## config.mk

```make
export PLATFORM = sky130hd
export DESIGN_NAME = pulse_to_level_flat
export DESIGN_NICKNAME = d
export VERILOG_FILES = /design/src/rtl/pulse_to_level_if.sv /design/src/rtl/pulse_to_level.sv /design/src/flat_wrapper.sv
export SDC_FILE = /design/constraint.sdc
export NUM_CORES = 1
export LEC_CHECK = 0
export BUFFER_PORTS_ARGS = -buffer_cell sky130_fd_sc_hd__buf_2
export CORE_AREA = 2 2 39 41
export CTS_CLUSTER_DIAMETER = 150
export CTS_CLUSTER_SIZE = 25
export DETAILED_ROUTE_END_ITERATION = 16
export DIE_AREA = 0 0 41 43
export GPL_ROUTABILITY_DRIVEN = 0
export GPL_TIMING_DRIVEN = 0
export HOLD_SLACK_MARGIN = 0.02
export PLACE_DENSITY_LB_ADDON = 0.12
export SLEW_MARGIN = 25
export SYNTH_ARGS = -nofsm -noshare
export SYNTH_HDL_FRONTEND = slang
export SYNTH_SLANG_ARGS = --single-unit
export TNS_END_PERCENT = 30
```

## constraint.sdc

```tcl
create_clock -name clk -period 1.56 [get_ports clk]
set_input_delay 0.078 -clock clk [delete_from_list [all_inputs] [get_ports clk]]
set_output_delay 0.078 -clock clk [all_outputs]
set_load 0.01 [all_outputs]
```

## src/rtl/pulse_to_level_if.sv

```systemverilog
// Event/level bundle between game logic and the pulse stretcher.
interface pulse_to_level_if;
    logic pulse;
    logic level;
    logic busy;
    logic pending;
    logic dropped;

    modport master (
        output pulse,
        input  level,
        input  busy,
        input  pending,
        input  dropped
    );

    modport slave (
        input  pulse,
        output level,
        output busy,
        output pending,
        output dropped
    );
endinterface

```

## src/rtl/pulse_to_level.sv

```systemverilog
// Pulse stretcher: one-cycle events become HOLD_CYCLES-long levels separated by GAP_CYCLES low.
// Optional PULSE_TO_LEVEL_RETRIGGER_EN: an event during HOLD extends the high period instead of queueing.
module pulse_to_level #(
    parameter int unsigned HOLD_CYCLES = 4,
    parameter int unsigned GAP_CYCLES  = 2
) (
    input  logic             clk,
    input  logic             reset,
    pulse_to_level_if.slave  bus
);
    localparam int unsigned MAX_CNT = (HOLD_CYCLES > GAP_CYCLES) ? HOLD_CYCLES : GAP_CYCLES;
    localparam int unsigned CNT_W   = $clog2(MAX_CNT + 1);
    localparam logic [CNT_W-1:0] HOLD_LOAD = CNT_W'(HOLD_CYCLES - 1);
    localparam logic [CNT_W-1:0] GAP_LOAD  = (GAP_CYCLES > 0) ? CNT_W'(GAP_CYCLES - 1) : '0;

    typedef enum logic [1:0] {StIdle, StHold, StGap} state_e;

    state_e           state_q, state_d;
    logic [CNT_W-1:0] count_q, count_d;
    logic             pending_q, pending_d;
    logic             dropped_q, dropped_d;
    logic             queue_event;

    always_ff @(posedge clk or posedge reset) begin
        if (reset) begin
            state_q   <= StIdle;
            count_q   <= '0;
            pending_q <= 1'b0;
            dropped_q <= 1'b0;
        end else begin
            state_q   <= state_d;
            count_q   <= count_d;
            pending_q <= pending_d;
            dropped_q <= dropped_d;
        end
    end

    always_comb begin
        state_d     = state_q;
        count_d     = count_q;
        pending_d   = pending_q;
        dropped_d   = 1'b0;
        queue_event = 1'b0;

        unique case (state_q)
            StIdle: begin
                if (bus.pulse) begin
                    state_d = StHold;
                    count_d = HOLD_LOAD;
                end
            end
            StHold: begin
`ifdef PULSE_TO_LEVEL_RETRIGGER_EN
                if (bus.pulse) begin
                    count_d = HOLD_LOAD;
                end else if (count_q != '0) begin
                    count_d = count_q - CNT_W'(1);
                end else if (GAP_CYCLES > 0) begin
                    state_d = StGap;
                    count_d = GAP_LOAD;
                end else begin
                    // No gap configured: only a pending event can follow directly.
                    if (pending_q) begin
                        count_d   = HOLD_LOAD;
                        pending_d = 1'b0;
                    end else begin
                        state_d = StIdle;
                    end
                end
`else
                if (count_q != '0) begin
                    count_d     = count_q - CNT_W'(1);
                    queue_event = 1'b1;
                end else if (GAP_CYCLES > 0) begin
                    state_d     = StGap;
                    count_d     = GAP_LOAD;
                    queue_event = 1'b1;
                end else if (pending_q || bus.pulse) begin
                    count_d   = HOLD_LOAD;
                    pending_d = pending_q && bus.pulse;
                end else begin
                    state_d = StIdle;
                end
`endif
            end
            StGap: begin
                if (count_q != '0) begin
                    count_d     = count_q - CNT_W'(1);
                    queue_event = 1'b1;
                end else if (pending_q || bus.pulse) begin
                    // A pulse arriving alongside a served pending event becomes the new pending.
                    state_d   = StHold;
                    count_d   = HOLD_LOAD;
                    pending_d = pending_q && bus.pulse;
                end else begin
                    state_d = StIdle;
                end
            end
            default: begin
                state_d = StIdle;
                count_d = '0;
            end
        endcase

        if (queue_event && bus.pulse) begin
            if (pending_q) begin
                dropped_d = 1'b1;
            end else begin
                pending_d = 1'b1;
            end
        end
    end

    assign bus.level   = (state_q == StHold);
    assign bus.busy    = (state_q != StIdle);
    assign bus.pending = pending_q;
    assign bus.dropped = dropped_q;
endmodule
```

## src/flat_wrapper.sv

```systemverilog
// flat-port wrapper written by rule: the top's interface ports become plain ports
module pulse_to_level_flat 
#(
    parameter int unsigned HOLD_CYCLES = 4,
    parameter int unsigned GAP_CYCLES  = 2
)
  (clk, reset, bus_pulse, bus_level, bus_busy, bus_pending, bus_dropped);
  pulse_to_level_if bus_i ();
  input  logic clk;
  input  logic reset;
  input wire logic [$bits(bus_i.pulse)-1:0] bus_pulse;
  output wire logic [$bits(bus_i.level)-1:0] bus_level;
  output wire logic [$bits(bus_i.busy)-1:0] bus_busy;
  output wire logic [$bits(bus_i.pending)-1:0] bus_pending;
  output wire logic [$bits(bus_i.dropped)-1:0] bus_dropped;
  assign bus_i.pulse = bus_pulse;
  assign bus_level = bus_i.level;
  assign bus_busy = bus_i.busy;
  assign bus_pending = bus_i.pending;
  assign bus_dropped = bus_i.dropped;
  pulse_to_level #(.HOLD_CYCLES(HOLD_CYCLES), .GAP_CYCLES(GAP_CYCLES)) u_core (.clk(clk), .reset(reset), .bus(bus_i));
endmodule
```

Word-level counts from Yosys, hierarchy flattened
Cells that the tools add are included.
W data, S select, Z words.
{ "totals": {"mem_bits_rw": 0, "memories": 0, "romBits": 0, "input_bits": 3, "ff_bits": 7, "elab_cells": 38, "latchBits": 0} }
{ "classes": {"n_shift": 0, "addsub": 1, "n_eq_ne": 6, "n_mul": 0, "n_mux": 19, "n_bitwise": 0, "div_mod_pow": 0, "magnitude_cmp": 0, "reduce_logical": 8} }
{ "op_table": {"columns": ["op", "n"], "rows": [
  ["$mux W3", 4],
  ["$mux W1", 9],
  ["$pmux W3 S3", 1],
  ["$mux W2", 3],
  ["$ne A2 B2 Y1 const B", 3],
  ["$pmux W2 S3", 1],
  ["$ne A3 B1 Y1 const B", 1],
  ["$reduce_and A3 Y1", 1],
  ["$reduce_bool A3 Y1", 1],
  ["$sub A3 B1 Y3 const B", 1],
  ["$eq A2 B1 Y1 const B", 1],
  ["$eq A2 B2 Y1 const B", 1],
  ["$logic_and A1 B1 Y1", 2],
  ["$logic_not A2 Y1", 1],
  ["$pmux W1 S2", 1],
  ["$reduce_and A2 Y1", 1],
  ["$reduce_bool A2 Y1", 1],
  ["$logic_or A1 B1 Y1", 1]
]} }

Logic depth before layout (Yosys ltp)
{ "depth": {"depth_word": 6, "mapped_depth": 5, "mapped_depth_nobuf": 5} }

Least setup slack after synthesis
No wires, ideal clock.
{ "synth_path": {"path_kind": "flip-flop to flip-flop", "start": "register u_core.state_q[1]", "end": "register u_core.pending_q (netlist: u_core.bus.pending)", "t_arrival_ns": 1.332, "setup_time_ns": 0.121, "required_ns": 1.439, "path_stages_with_launch": 6, "n_path_buf": 0, "slack_ns": 0.107, "cell_sequence": "dfrtp_1 inv_1 ha_1 nor4_1 o21bai_1 a22o_1"} }
{ "synth_via": {"elab_chain_cells": 4, "word_cells_on_any_way": 7, "cone_classes": "eq/ne: 2; mux: 4; reduce/logical: 1"} }
{ "synth_lines": {"columns": ["item", "line_no", "text"], "rows": [
  ["from (decl)", "pulse_to_level.sv:18", "state_e state_q, state_d;"],
  ["from (signal assigned)", "pulse_to_level.sv:26", "state_q <= StIdle;"],
  ["from (signal assigned)", "pulse_to_level.sv:31", "state_q <= state_d;"],
  ["$eq A2 B1 Y1", null, null],
  ["via bus_level", "flat_wrapper.sv:12", "output wire logic [$bits(bus_i.level)-1:0] bus_level;"],
  ["$pmux W1 S2", "pulse_to_level.sv:45", "unique case (state_q)"],
  ["$logic_and A1 B1 Y1", "pulse_to_level.sv:105", "if (queue_event && bus.pulse) begin"],
  ["$mux W1", "pulse_to_level.sv:105", null],
  ["via u_core.pending_d", "pulse_to_level.sv:20", "logic pending_q, pending_d;"],
  ["to (signal assigned)", "pulse_to_level.sv:33", "pending_q <= pending_d;"],
  ["to (decl)", "pulse_to_level.sv:20", null]
]} }
The timed path passes the listed nets, and every way through them passes these cells.
A chain may end at the register's enable or synchronous reset.

Worst setup path after layout
{ "layout_path": {"start": "register u_core.state_q[0]", "end": "register u_core.state_q[1]"} }
{ "layout_via": {"elab_chain_cells": 3, "word_cells_on_any_way": 8, "cone_classes": "eq/ne: 5; mux: 1; reduce/logical: 2"} }
{ "layout_lines": {"columns": ["item", "line_no"], "rows": [
  ["$eq A2 B2 Y1 (tied with other cells)", "pulse_to_level.sv:45"],
  ["$ne A2 B2 Y1 (no source line)", null],
  ["$reduce_and A3 Y1 (no source line)", null]
]} }
Several ways; a longest one is shown, not always the timed one.

==> out/results.tsv <==
metric	value	unit
status	completed	
Hold Path Depth	3	
area share of the largest cell type after synthesis	0.385	
DR vias	371	
setup ws final	78.1	ps
Area growth syn-to-layout	31.9	%
Die Y	43	um
hold_sp	bus_pulse	
largest area contributor in the netlist	dfrtp_1	
# nets final	64	
worst r2r dst	u_core.state_q[1]	
FF-to-FF path depth	5	
# port buffers	5	
layout cells sized above 1	0.375	
Initial Utilization	0.329	
Core Box Area	1380	um2
number of routed nets with antenna violations	0	
Crit path buffers/inverters	2	
Mapped Cells	46	
FMAX	0.675	GHz
Post-Place Setup Slack	-23.9	ps
Initial DRT Pass Iterations	2	
post-synth cell types	24	
Reg clk slew, reported paths	60	ps
r2r setup slk	80	ps
Clock Tree Buf Depth	2	
cell class contributing the biggest share of worst-path delay	flip-flops	
CTS buffer count	3	
Via-to-Cell Ratio	5.15	
critical path class	reg -> reg	
Clock Sinks	7	
dpl cells	67	
CTS tree	built	
Crit path required time	1700	ps
Critical Path End Type	register	
full die area	1760	um2
initial antenna violation count	0	
Max FO, Critical Path	5	
Synth area leaders	dfrtp_1 38%, ha_1 11%, nor4b_4 5.2%, inv_1 4.9%, mux2_1 4.9%	
GR Overflow Total	0	
R2R Path Start	u_core.state_q[0]	
post-synthesis sequential area ratio	0.385	
worst vdd ir	0.858	mV
predominant post-synthesis flop cell	dfrtp_1	
Hold Slack	173	ps
final hold viol count	0	
Hold Path Class	in -> reg	
first-pass GRT wire length	1590	um
Final period util	0.950	
Setup Skew	2.89	ps
Hold Path End	u_core.bus.dropped	
final instance count without filler cells	72	
cell area after synthesis	455	um2
Row Count	14	
commonest non-fill, non-tap cells in the layout	5 x buf_2, 5 x dfrtp_1, 4 x inv_1	
Routed WL per cell	13.6	um
Slew Viols, Final	0	
Post-Syn Nets	53	
CTS root buf	clkbuf_4	
critical-path cell list	inv_2 > ha_4 > inv_1 > o22ai_2 > mux2_1	
ys async rst share	1.00	
Post-Route WL	979	um
worst-margin pin slew	289	ps
IO Pins	7	
relative slew slack	0.806	
dpl hpwl	666	um
WP data arrival	1620	ps
number of global-route vias before repair	370	
drt drc	0	
Final Power	1210	uW
average size of a mapped cell	9.90	um2
critical path launch point type	register	
ANT cells	0	
Final setup viols	0	
max incr delay on CP	440	ps
RSZ-0062 raised after global routing	no	
H-tree levels	1	
synth warn	0	
Die W	41	um
power density cells	2020	nW/um2
final core area utilization	0.434	
Worst path slowest cell	dfrtp_2	
GR Util All Layers	0.137	
1st-iter DRT viols	1	
Post-synth EDFFs	0	
largest net degree at the start of global routing	10	
Clock Latency Late Sink	260	ps
Leak Pwr	0.000257	uW
Final Critical Period	1480	ps
#FFs+latches synth	7	
Max-Cap Viols	0	
## cell families (layout without fill, tap and decap cells)
family / after synthesis / in the layout / share of synthesized area
xor+xnor: 1 / 1 / 0.0192
compound gates: 14 / 14 / 0.201
mux: 2 / 2 / 0.0494
fa+ha+maj: 4 / 4 / 0.110
flops: 7 / 7 / 0.385
buf+inv: 7 / 17 / 0.0604
simple gates: 11 / 11 / 0.176
## worst reg2reg max path: stages (launching register included)
cell	delay (ps)
dfrtp_2	440
inv_2	120
ha_4	160
inv_1	100
o22ai_2	210
mux2_1	340
## synth_stat cells, drive strengths merged, types with 2 or more instances
cell	count
dfrtp	7
inv	6
ha	4
o21ai	4
a21oi	2
mux2	2
nand2	2
nor2	2
nor2b	2
nor3	2
o22ai	2
## layer usage
metal,share of wire,wire length (um),track usage,vias to the layer above
met5,0,0,0,-
met4,0.016,16,0.0600,0
met3,0.031,30,0.0471,2
met2,0.44,427,0.184,9
met1,0.52,505,0.193,177
li1,-,-,-,183
## area by class of cell
| type | instances | area (um2) |
|---|---|---|
| Tap cell | 16 | 20.0 |
| Multi-Input combinational cell | 32 | 314 |
| Buffer | 1 | 5.00 |
| Clock buffer | 4 | 26.3 |
| Inverter | 6 | 22.5 |
| Fill cell | 143 | 783 |
| Timing Repair Buffer | 6 | 35.0 |
| Sequential cell | 7 | 178 |
## worst max path at each step
stage / from / endpoint / slack (ps) / cells after the start
after floorplan: u_core.state_q[1] / u_core.bus.pending / 110 / 5
after global placement: u_core.state_q[1] / u_core.bus.pending / -20 / 5
after detailed placement: u_core.state_q[1] / u_core.bus.pending / -20 / 5
after CTS: u_core.state_q[0] / u_core.state_q[1] / 30 / 5
after global routing: u_core.state_q[0] / u_core.count_q[0] / 3 / 3
final: u_core.state_q[0] / u_core.state_q[1] / 80 / 5
## state kept, by name, summed over array words and instances (netlist names)
| signal | cells |
|---|---|
| u_core.bus.pending | 1 |
| u_core.state_q | 2 |
| u_core.bus.dropped | 1 |
| u_core.count_q | 3 |
## through the flow
stage	setup TNS (ps)	cell area [um2]
2_1_floorplan	0	455
5_1_grt	0	601
6_report	0	601
3_5_place_dp	-23.9	500
4_1_cts	0	549
3_3_place_gp	-22.7	500
## power breakdown
part | switching [uW] | internal (uW)
Sequential | 117 | 254
Combinational | 339 | 326
Clock | 76.6 | 98.2
## what timing repair did
action,4_1_cts,5_1_grt
resized for setup,2,12
pin swaps,0,0
buffers inserted,0,0
endpoints found under the hold margin,7,0
cloned,0,0
hold buffers,1,0
setup endpoints to repair,3,5
No activity file was read; power rests on OpenSTA's default activity.
